### src/rtl/des_key_sequencer.sv
`default_nettype none
// =============================================================================
// Module   : des_key_sequencer (with permuted_choice_1 / permuted_choice_2)
// Brief    : Sequential DES key schedule, one subkey per handshake; decrypt
//            order is produced by rotating C/D right. Optional byte parity
//            check when DES_KEY_PARITY_CHECK_EN is defined.
// Revision : 1.0 - initial release
// =============================================================================

module permuted_choice_1 (
  input  logic [63:0] key,
  output logic [55:0] cd
);
  // DES bit n (1 = MSB) lives at key[64-n]
  localparam logic [6*56-1:0] PC1_TBL = {
    6'd57, 6'd49, 6'd41, 6'd33, 6'd25, 6'd17, 6'd9,  6'd1,
    6'd58, 6'd50, 6'd42, 6'd34, 6'd26, 6'd18, 6'd10, 6'd2,
    6'd59, 6'd51, 6'd43, 6'd35, 6'd27, 6'd19, 6'd11, 6'd3,
    6'd60, 6'd52, 6'd44, 6'd36, 6'd63, 6'd55, 6'd47, 6'd39,
    6'd31, 6'd23, 6'd15, 6'd7,  6'd62, 6'd54, 6'd46, 6'd38,
    6'd30, 6'd22, 6'd14, 6'd6,  6'd61, 6'd53, 6'd45, 6'd37,
    6'd29, 6'd21, 6'd13, 6'd5,  6'd28, 6'd20, 6'd12, 6'd4};

  for (genvar i = 0; i < 56; i++) begin : g_bit
    localparam int SRC = 64 - int'(PC1_TBL[6*(55-i) +: 6]);
    assign cd[55-i] = key[SRC[5:0]];
  end
endmodule

module permuted_choice_2 (
  input  logic [55:0] cd,
  output logic [47:0] subkey
);
  localparam logic [6*48-1:0] PC2_TBL = {
    6'd14, 6'd17, 6'd11, 6'd24, 6'd1,  6'd5,  6'd3,  6'd28,
    6'd15, 6'd6,  6'd21, 6'd10, 6'd23, 6'd19, 6'd12, 6'd4,
    6'd26, 6'd8,  6'd16, 6'd7,  6'd27, 6'd20, 6'd13, 6'd2,
    6'd41, 6'd52, 6'd31, 6'd37, 6'd47, 6'd55, 6'd30, 6'd40,
    6'd51, 6'd45, 6'd33, 6'd48, 6'd44, 6'd49, 6'd39, 6'd56,
    6'd34, 6'd53, 6'd46, 6'd42, 6'd50, 6'd36, 6'd29, 6'd32};

  for (genvar i = 0; i < 48; i++) begin : g_bit
    localparam int SRC = 56 - int'(PC2_TBL[6*(47-i) +: 6]);
    assign subkey[47-i] = cd[SRC[5:0]];
  end
endmodule

module des_key_sequencer #(
  parameter int PIPE_PC2 = 1
) (
  input  logic        clk,
  input  logic        rst_n,
  input  logic        start,
  input  logic        decrypt,
  input  logic [63:0] key,
  input  logic        subkey_ready,
  output logic        subkey_valid,
  output logic [47:0] subkey,
  output logic [3:0]  round,
  output logic        busy,
  output logic        done,
  output logic        parity_err
);
  typedef enum logic [1:0] {
    S_IDLE = 2'd0,
    S_LOAD = 2'd1,
    S_RUN  = 2'd2
  } state_t;

  state_t      state_q, state_d;
  logic [27:0] c_q, c_d, d_q, d_d;
  logic [3:0]  step_q, step_d;
  logic        mode_q, mode_d;
  logic        done_q, done_d;
  logic [55:0] pc1_out;
  logic [55:0] pc2_in;
  logic [47:0] pc2_out;
  logic        accept, take, launch, key_ok;

  function automatic logic [1:0] shift_of(input logic [3:0] idx);
    return (idx == 4'd0 || idx == 4'd1 || idx == 4'd8 || idx == 4'd15) ? 2'd1 : 2'd2;
  endfunction

  function automatic logic [27:0] rotl(input logic [27:0] v, input logic [1:0] n);
    return (n == 2'd2) ? {v[25:0], v[27:26]} : {v[26:0], v[27]};
  endfunction

  function automatic logic [27:0] rotr(input logic [27:0] v, input logic [1:0] n);
    return (n == 2'd2) ? {v[1:0], v[27:2]} : {v[0], v[27:1]};
  endfunction

  permuted_choice_1 u_pc1 (.key(key),   .cd(pc1_out));
  permuted_choice_2 u_pc2 (.cd(pc2_in), .subkey(pc2_out));

  assign accept = (state_q == S_RUN) && subkey_ready;
  // done_q marks the first IDLE cycle, during which start is still ignored
  assign take   = (state_q == S_IDLE) && start && !done_q;
  assign launch = take && key_ok;

`ifdef DES_KEY_PARITY_CHECK_EN
  logic parity_err_q, parity_err_d;

  always_comb begin
    key_ok = 1'b1;
    for (int b = 0; b < 8; b++) key_ok = key_ok & (^key[8*b +: 8]);
  end

  always_comb begin
    parity_err_d = parity_err_q;
    if (take) parity_err_d = ~key_ok;
  end

  always_ff @(posedge clk or negedge rst_n) begin
    if (!rst_n) parity_err_q <= 1'b0;
    else        parity_err_q <= parity_err_d;
  end

  assign parity_err = parity_err_q;
`else
  assign key_ok     = 1'b1;
  assign parity_err = 1'b0;
`endif

  always_comb begin
    state_d = state_q;
    c_d     = c_q;
    d_d     = d_q;
    step_d  = step_q;
    mode_d  = mode_q;
    done_d  = 1'b0;
    case (state_q)
      S_IDLE: begin
        if (launch) begin
          mode_d = decrypt;
          step_d = 4'd0;
          // C16 equals C0, so decrypt starts from the unrotated halves
          if (decrypt) begin
            c_d = pc1_out[55:28];
            d_d = pc1_out[27:0];
          end else begin
            c_d = rotl(pc1_out[55:28], 2'd1);
            d_d = rotl(pc1_out[27:0], 2'd1);
          end
          state_d = (PIPE_PC2 != 0) ? S_LOAD : S_RUN;
        end
      end
      S_LOAD: state_d = S_RUN;
      S_RUN: begin
        if (accept) begin
          if (step_q == 4'd15) begin
            state_d = S_IDLE;
            done_d  = 1'b1;
          end else begin
            step_d = step_q + 4'd1;
            if (mode_q) begin
              c_d = rotr(c_q, shift_of(4'd15 - step_q));
              d_d = rotr(d_q, shift_of(4'd15 - step_q));
            end else begin
              c_d = rotl(c_q, shift_of(step_q + 4'd1));
              d_d = rotl(d_q, shift_of(step_q + 4'd1));
            end
          end
        end
      end
      default: state_d = S_IDLE;
    endcase
  end

  always_ff @(posedge clk or negedge rst_n) begin
    if (!rst_n) begin
      state_q <= S_IDLE;
      c_q     <= '0;
      d_q     <= '0;
      step_q  <= '0;
      mode_q  <= 1'b0;
      done_q  <= 1'b0;
    end else begin
      state_q <= state_d;
      c_q     <= c_d;
      d_q     <= d_d;
      step_q  <= step_d;
      mode_q  <= mode_d;
      done_q  <= done_d;
    end
  end

  if (PIPE_PC2 != 0) begin : g_pipe_pc2
    logic [47:0] subkey_q, subkey_d;

    // PC2 looks at the next C/D so the registered subkey tracks step_q
    assign pc2_in = {c_d, d_d};

    always_comb begin
      subkey_d = subkey_q;
      if (state_q == S_LOAD || (accept && step_q != 4'd15)) subkey_d = pc2_out;
    end

    always_ff @(posedge clk or negedge rst_n) begin
      if (!rst_n) subkey_q <= '0;
      else        subkey_q <= subkey_d;
    end

    assign subkey = subkey_q;
  end else begin : g_comb_pc2
    assign pc2_in = {c_q, d_q};
    assign subkey = pc2_out;
  end

  assign subkey_valid = (state_q == S_RUN);
  assign round        = step_q;
  assign busy         = (state_q != S_IDLE);
  assign done         = done_q;

endmodule
`default_nettype wire

### config.mk
export PLATFORM = sky130hd
export DESIGN_NAME = des_key_sequencer
export DESIGN_NICKNAME = d
export VERILOG_FILES = /design/src/rtl/des_key_sequencer.sv
export SDC_FILE = /design/constraint.sdc
export NUM_CORES = 1
export LEC_CHECK = 0
export CAP_MARGIN = 5
export CORE_ASPECT_RATIO = 1.1
export CORE_UTILIZATION = 43
export CTS_CLUSTER_DIAMETER = 150
export DETAILED_ROUTE_END_ITERATION = 12
export PLACE_DENSITY_LB_ADDON = 0.25
export RECOVER_POWER = 50
export SLEW_MARGIN = 20
export SYNTH_ARGS = -nofsm -noshare
export SYNTH_HDL_FRONTEND = slang
export SYNTH_SLANG_ARGS = --single-unit
### constraint.sdc
create_clock -name clk -period 2.8 [get_ports clk]
set_clock_uncertainty 0.05 [all_clocks]
set_input_delay 0.7 -clock clk [delete_from_list [all_inputs] [get_ports clk]]
set_output_delay 0.7 -clock clk [all_outputs]
set_load 0.02 [all_outputs]
* After elaboration in Yosys (flattened, before gate mapping)
Index checks and enable logic that the tools add are counted.
Storage, ports and cells: output and inout port bits 56, word-level logic and storage cells 76, register bits after elaboration 112
Cells by class: add/subtract/negate cells 2, reduce and logical (&&, ||, !) cells 20, equality and inequality tests 16, mux-type cells 29
Operators with widths (number):
- two-way mux 28 bit | 14
- case mux 28 bit (2 select lines) | 2
- == test 4 bit (second input constant) | 5
- two-way mux 4 bit | 3
- two-way mux 2 bit | 5
- == test 4 x 1 -> 1 bit (second input constant) | 2
- zero test 4 bit | 2
- case mux 4 bit (2 select lines) | 1
- logical OR 1 bit | 7
- == test 2 bit (second input constant) | 3
- case mux 2 bit (3 select lines) | 1
- adder 4 x 1 -> 4 bit (second input constant) | 1
- logical AND 1 bit | 4
- != test 2 x 1 -> 1 bit (second input constant) | 2
- != test 2 bit (second input constant) | 2
- != test 4 bit (second input constant) | 1
- AND reduction 4 bit | 1
- nonzero test 2 bit | 2
- subtractor 4 bit (first input constant) | 1
- two-way mux 1 bit | 3
- AND reduction 3 bit | 1
- == test 2 x 1 -> 1 bit (second input constant) | 1
- zero test 2 bit | 1
- AND reduction 2 bit | 1
- zero test 1 bit | 1

* Logic depth before layout (Yosys ltp)
word-level depth 12, gate-level depth with buffers 9, gate-level depth less buffers 7

* Cells and area by module
A second synthesis with hierarchy kept.
Second synthesis, totals: cell total of the unflattened synthesis 722, area, all modules 7537.2 µm²
Modules (own cells, without submodules):
- des_key_sequencer | cells an instance 618, area each 6756.5 µm², seq. area each 2802.7 µm², instances 1
- permuted_choice_1 | cells an instance 56, area each 420.4 µm², seq. area each 0.0 µm², instances 1
- permuted_choice_2 | cells an instance 48, area each 360.3 µm², seq. area each 0.0 µm², instances 1

* Worst setup path after synthesis
No wires, ideal clock.
path type register to register, start reg step_q[0], in the netlist round[0], end reg c_q[14], setup slack 431 ps, cell stages (with the launch flop) 10, data arrival time 2174 ps, path through dfrtp_1 -> inv_1 -> ha_1 -> a21o_1 -> a21oi_2 -> nand2_2 -> buf_6 -> buf_6 -> o311ai_1 -> o221ai_1
On the way: longest elaborated chain between the ends 12, elaborated cells on any way between the ends 27, classes of those cells add/sub (2); eq/ne (9); mux (8); reduce/logical (8)
RTL lines:
- start, declared | RTL line 72 | logic [3:0] step_q, step_d;
- start signal, assigned | RTL line 181 | step_q <= step_d;
- adder 4 x 1 -> 4 bit or subtractor 4 bit (tied branches) | RTL line 159, 156
- == test 4 x 1 -> 1 bit or zero test 4 bit (tied branches) | RTL line 81 | return (idx == 4'd0 || idx == 4'd1 || idx == 4'd8 || idx == 4'd15) ? 2'd1 : 2'd2;
- logical OR 1 bit (3 in series) | RTL line 81
- two-way mux 2 bit | RTL line 81
- == test 2 bit (on tied branches) | RTL line 85, 89
- two-way mux 28 bit (on tied branches) | RTL line 85, 89
- two-way mux 28 bit | RTL line 155 | if (mode_q) begin
- two-way mux 28 bit * | RTL line 150 | if (step_q == 4'd15) begin
- two-way mux 28 bit * | RTL line 149 | if (accept) begin
- case mux 28 bit (2 select lines) * | RTL line 131 | case (state_q)
- net c_d[14] | RTL line 71 | logic [27:0] c_q, c_d, d_q, d_d;
- end signal, assigned | RTL line 172 | c_q <= '0;
- end signal, assigned | RTL line 179 | c_q <= c_d;
- end, declared | RTL line 71
The timed path passes the listed nets; every way through them passes the cells marked *. The select of a mux whose other input is x is not followed. A chain may end at the register's enable or synchronous reset.

* Final worst setup path
start reg state_q[0], end reg c_q[10]
On the way: longest elaborated chain between the ends 5, elaborated cells on any way between the ends 11, classes of those cells eq/ne (4); mux (1); reduce/logical (6)
RTL lines:
- start, declared | RTL line 70 | state_t state_q, state_d;
- start signal, assigned | RTL line 178 | state_q <= state_d;
- zero test 2 bit | RTL line 97, 131
- logical AND 1 bit (2 in series) | RTL line 97 | assign take = (state_q == S_IDLE) && start && !done_q;
- != test 2 bit (no line)
- AND reduction 4 bit (no line)
Several ways; a longest one is shown, not always the timed one.

==> results.py <==
metrics = {
    "logic_synthesis": {
        "synth_async_sr_flop_share": 1.00,
        "yosys.area.top_type": "dfrtp_1",
        "synth_cell_types": 52,
        "synth_edf_count": 0,
        "syn_nets": 897,
        "synth_top_family_by_area": "compound AO/OA/AOI/OAI gates",
        "synth_cells": 823,
        "yosys-top-cells-area": "dfrtp_1 37%, mux2i_1 15%, o221ai_1 5.4%",
        "synth_ff_type": "dfrtp_1",
        "synth_seq_cells": 112,
        "synth-seq-area-share": 0.373,
        "synth_xor_area_frac": 0,
        "ys_warn_count": 0,
        "synthAdderAreaFrac": 0.00832,
        "syn_area_sq_um": 7520,
        "synth_top_area_share": 0.373,
        "syn_area_per_cell_sq_um": 9.14,
        "synth_compound_area_frac": 0.242,
        "synth_common_cells": "112 x dfrtp_1, 110 x mux2i_1, 71 x nand2_1",
        "synth.area.mux_share": 0.148,
        "synth-simple-area-share": 0.173,
        "yosysMostFrequentCell": "dfrtp_1",
    },
    "clock_tree": {
        "htreeDepth": 3,
        "clock_sinks": 112,
        "cts_resized": 0,
        "cts_buffer_depth": 2,
        "clkTransAtPathRegs_ns": 0.07,
        "cts_buffers": 9,
        "root_buffer": "clkbuf_16",
        "cts_tree": "done",
        "clk_latency_ns": 0.36,
        "cts_hold_buf": 0,
        "post_cts_buffers": 0,
    },
    "timing": {
        "max_freq_mhz": 382,
        "max_slew_margin": -0.239,
        "tightest_slew_ns": 1.86,
        "final.period_utilization": 0.935,
        "hold_violations": 0,
        "setup_viol": 0,
        "setup_tns_ns": 0,
        "min_period_ns": 2.62,
        "rsz0062_at_grt": "no",
        "fin_ws_ns": 0.181,
        "finalMaxSlewViolations": 31,
    },
    "finish": {
        "post-route-util": 0.542,
        "regArea_sq_um": 2810,
        "post_route_cells_drive_above_1_share": 0.0763,
        "antenna_cells": 0,
        "fillers": 1590,
        "final_cell_area_sq_um": 9250,
        "multi_input_area_sq_um": 4310,
        "area_growth_syn_to_layout_pct": 23.0,
        "finalNetCount": 973,
    },
    "worst_setup_path": {
        "crit_slowest_cell": "clkbuf_2",
        "crit_type": "register to register",
        "slowest_delay_ns": 0.79,
        "path_delay_family": "buffers and inverters",
        "cp.arrival_ns": 2.82,
        "critPathMaxFanout": 50,
        "cp-end-kind": "register",
        "start_kind": "register",
        "crit_required_ns": 3.00,
        "critPathBufInv": 2,
        "path_cells": "buf_4, nand2b_2, clkbuf_2, nor2_1, a221o_1",
    },
    "power_and_ir_drop": {
        "p_leak_uw": 0.00385,
        "max-vdd-ir-drop_mv": 0.553,
        "clkPwrFrac": 0.115,
        "p_int_uw": 6300,
        "p_seq_frac": 0.286,
        "power_density_nw_per_um2": 1270,
        "swShare": 0.464,
        "comb_power_share": 0.599,
        "netSwitchingPower_uw": 5460,
    },
    "global_route": {
        "grt_usage": 0.248,
        "overflow": 0,
        "grt_max_degree": 90,
        "first_global_vias": 6632,
        "antenna_found_initial": 0,
        "grt_pass1_wl_um": 35200,
    },
    "drt": {
        "drtPass1Iterations": 5,
        "post-route-drc-count": 0,
        "vias": 6879,
        "drt-total-wl_um": 22200,
        "routedWlPerCell_um": 19.5,
        "drtIter0Drc": 416,
        "viasPerCell": 6.04,
        "ant_nets": 0,
    },
    "place": {
        "dp_hpwl_um": 14500,
        "placed_area_sq_um": 8990,
        "portBuffers": 115,
        "dp_worst_setup_slack_ns": 0.230,
        "gp_congestion": 0.820,
    },
    "floorplan": {
        "core_sq_um": 17100,
        "fp.dieH_um": 141,
        "start_util": 0.441,
        "num_rows": 50,
        "fp.dieW_um": 128,
        "boundaryPins": 125,
        "die-area_sq_um": 18000,
    },
    "status": {
        "violations": "max-capacitance violations, max-slew violations",
        "status": "finished, violations left",
    },
    "job": {
        "cap_viol_max_count": 1,
    },
    "worst_hold_path": {
        "hp-class": "register to register",
    },
}
-- state kept, by name, indices dropped and copies added, names as in the netlist --
name / cells
state_q: 2
done: 1
round: 4
mode_q: 1
subkey: 48
c_q: 28
d_q: 28
-- stage by stage --
stage / total power [uW] / hold WS, ns / cells
after floorplan: 8110 / 0.354 / 823
after detailed placement: 10500 / 0.480 / 1122
after global placement: 10400 / 0.471 / 1122
after global routing: 12600 / 0.526 / 1138
after CTS: 11900 / 0.237 / 1138
final: 11800 / 0.504 / 1138
-- kinds of logic (layout without fill, tap and decap cells) --
family	after synthesis	after routing
compound gates	255	255
simple gates	249	249
flops	112	112
mux	111	111
buf+inv	90	171
fa+ha+maj	5	5
other cells	1	1
-- layout make-up --
class,count,area share
clock buffers,14,0.0285
clock inverters,2,0.00406
inverters,4,0.00162
multi-input cells,621,0.466
flip-flops and latches,112,0.303
well taps,234,0.0316
repair buffers,151,0.165
-- power groups by stage --
stage	registers [uW]	clock network (uW)	logic [uW]
after floorplan	3370	0	4740
after global placement	3380	0	6990
after detailed placement	3380	0	7090
final	3360	1350	7050
after global routing	3490	1430	7660
after CTS	3350	1370	7130
-- layout by cell type (no fill, tap or decap), types with 2 or more instances in the layout --
master | Yosys | layout
buf_4 | 5 | 22
a31oi_1 | 8 | 8
buf_12 | 0 | 10
nand2_1 | 71 | 71
a31o_2 | 3 | 3
o31ai_1 | 2 | 2
o311ai_1 | 27 | 27
nand3b_1 | 46 | 46
mux2i_1 | 110 | 110
nand3_1 | 12 | 12
inv_1 | 4 | 4
dlygate4sd3_1 | 0 | 22
a21oi_1 | 49 | 49
a211oi_1 | 3 | 3
a21o_1 | 3 | 3
clkbuf_16 | 0 | 9
nor2b_1 | 36 | 36
and3_1 | 11 | 10
nor4_1 | 2 | 2
or4_1 | 3 | 3
o221ai_1 | 46 | 46
o21ai_0 | 68 | 68
clkbuf_1 | 41 | 7
clkbuf_8 | 0 | 2
clkdlybuf4s50_1 | 0 | 91
ha_1 | 5 | 5
a21boi_0 | 7 | 7
dfrtp_1 | 112 | 111
o311ai_2 | 2 | 2
a221o_1 | 22 | 22
nor2_1 | 58 | 58
o22ai_1 | 2 | 2
a211o_1 | 3 | 3
-- tightest hold or removal path, cell delays in order (launching register included) --
cell	delay, ns
dfrtp_1	0.39
nand2_1	0.06
o221ai_1	0.07
-- final timing paths --
path                                         from                     end  slack, ns  depth (start not counted)
max                        state_q[0]$_DFFE_PN0P_     c_q[10]$_DFFE_PN0P_       0.18                          5
min                             c_q[18]$_DFF_PN0_       c_q[18]$_DFF_PN0_       0.50                          2
max reg2reg                state_q[0]$_DFFE_PN0P_     c_q[10]$_DFFE_PN0P_       0.18                          5
min reg2reg                     c_q[18]$_DFF_PN0_       c_q[18]$_DFF_PN0_       0.50                          2
max in group asynchronous                   rst_n  subkey[10]$_DFFE_PN0P_       0.55                          2
min in group asynchronous                   rst_n   subkey[1]$_DFFE_PN0P_       0.79                          1
-- per-layer routing --
| metal | GRT usage | vias to the layer above | part of all wire |
|---|---|---|---|
| met1 | 0.310 | 3334 | 0.43 |
| met2 | 0.425 | 252 | 0.49 |
| met4 | 0.120 | 0 | 0.031 |
| met5 | 0 | - | 0 |
| li1 | - | 3251 | - |
| met3 | 0.0292 | 42 | 0.048 |
No activity file was read; power rests on OpenSTA's default activity.
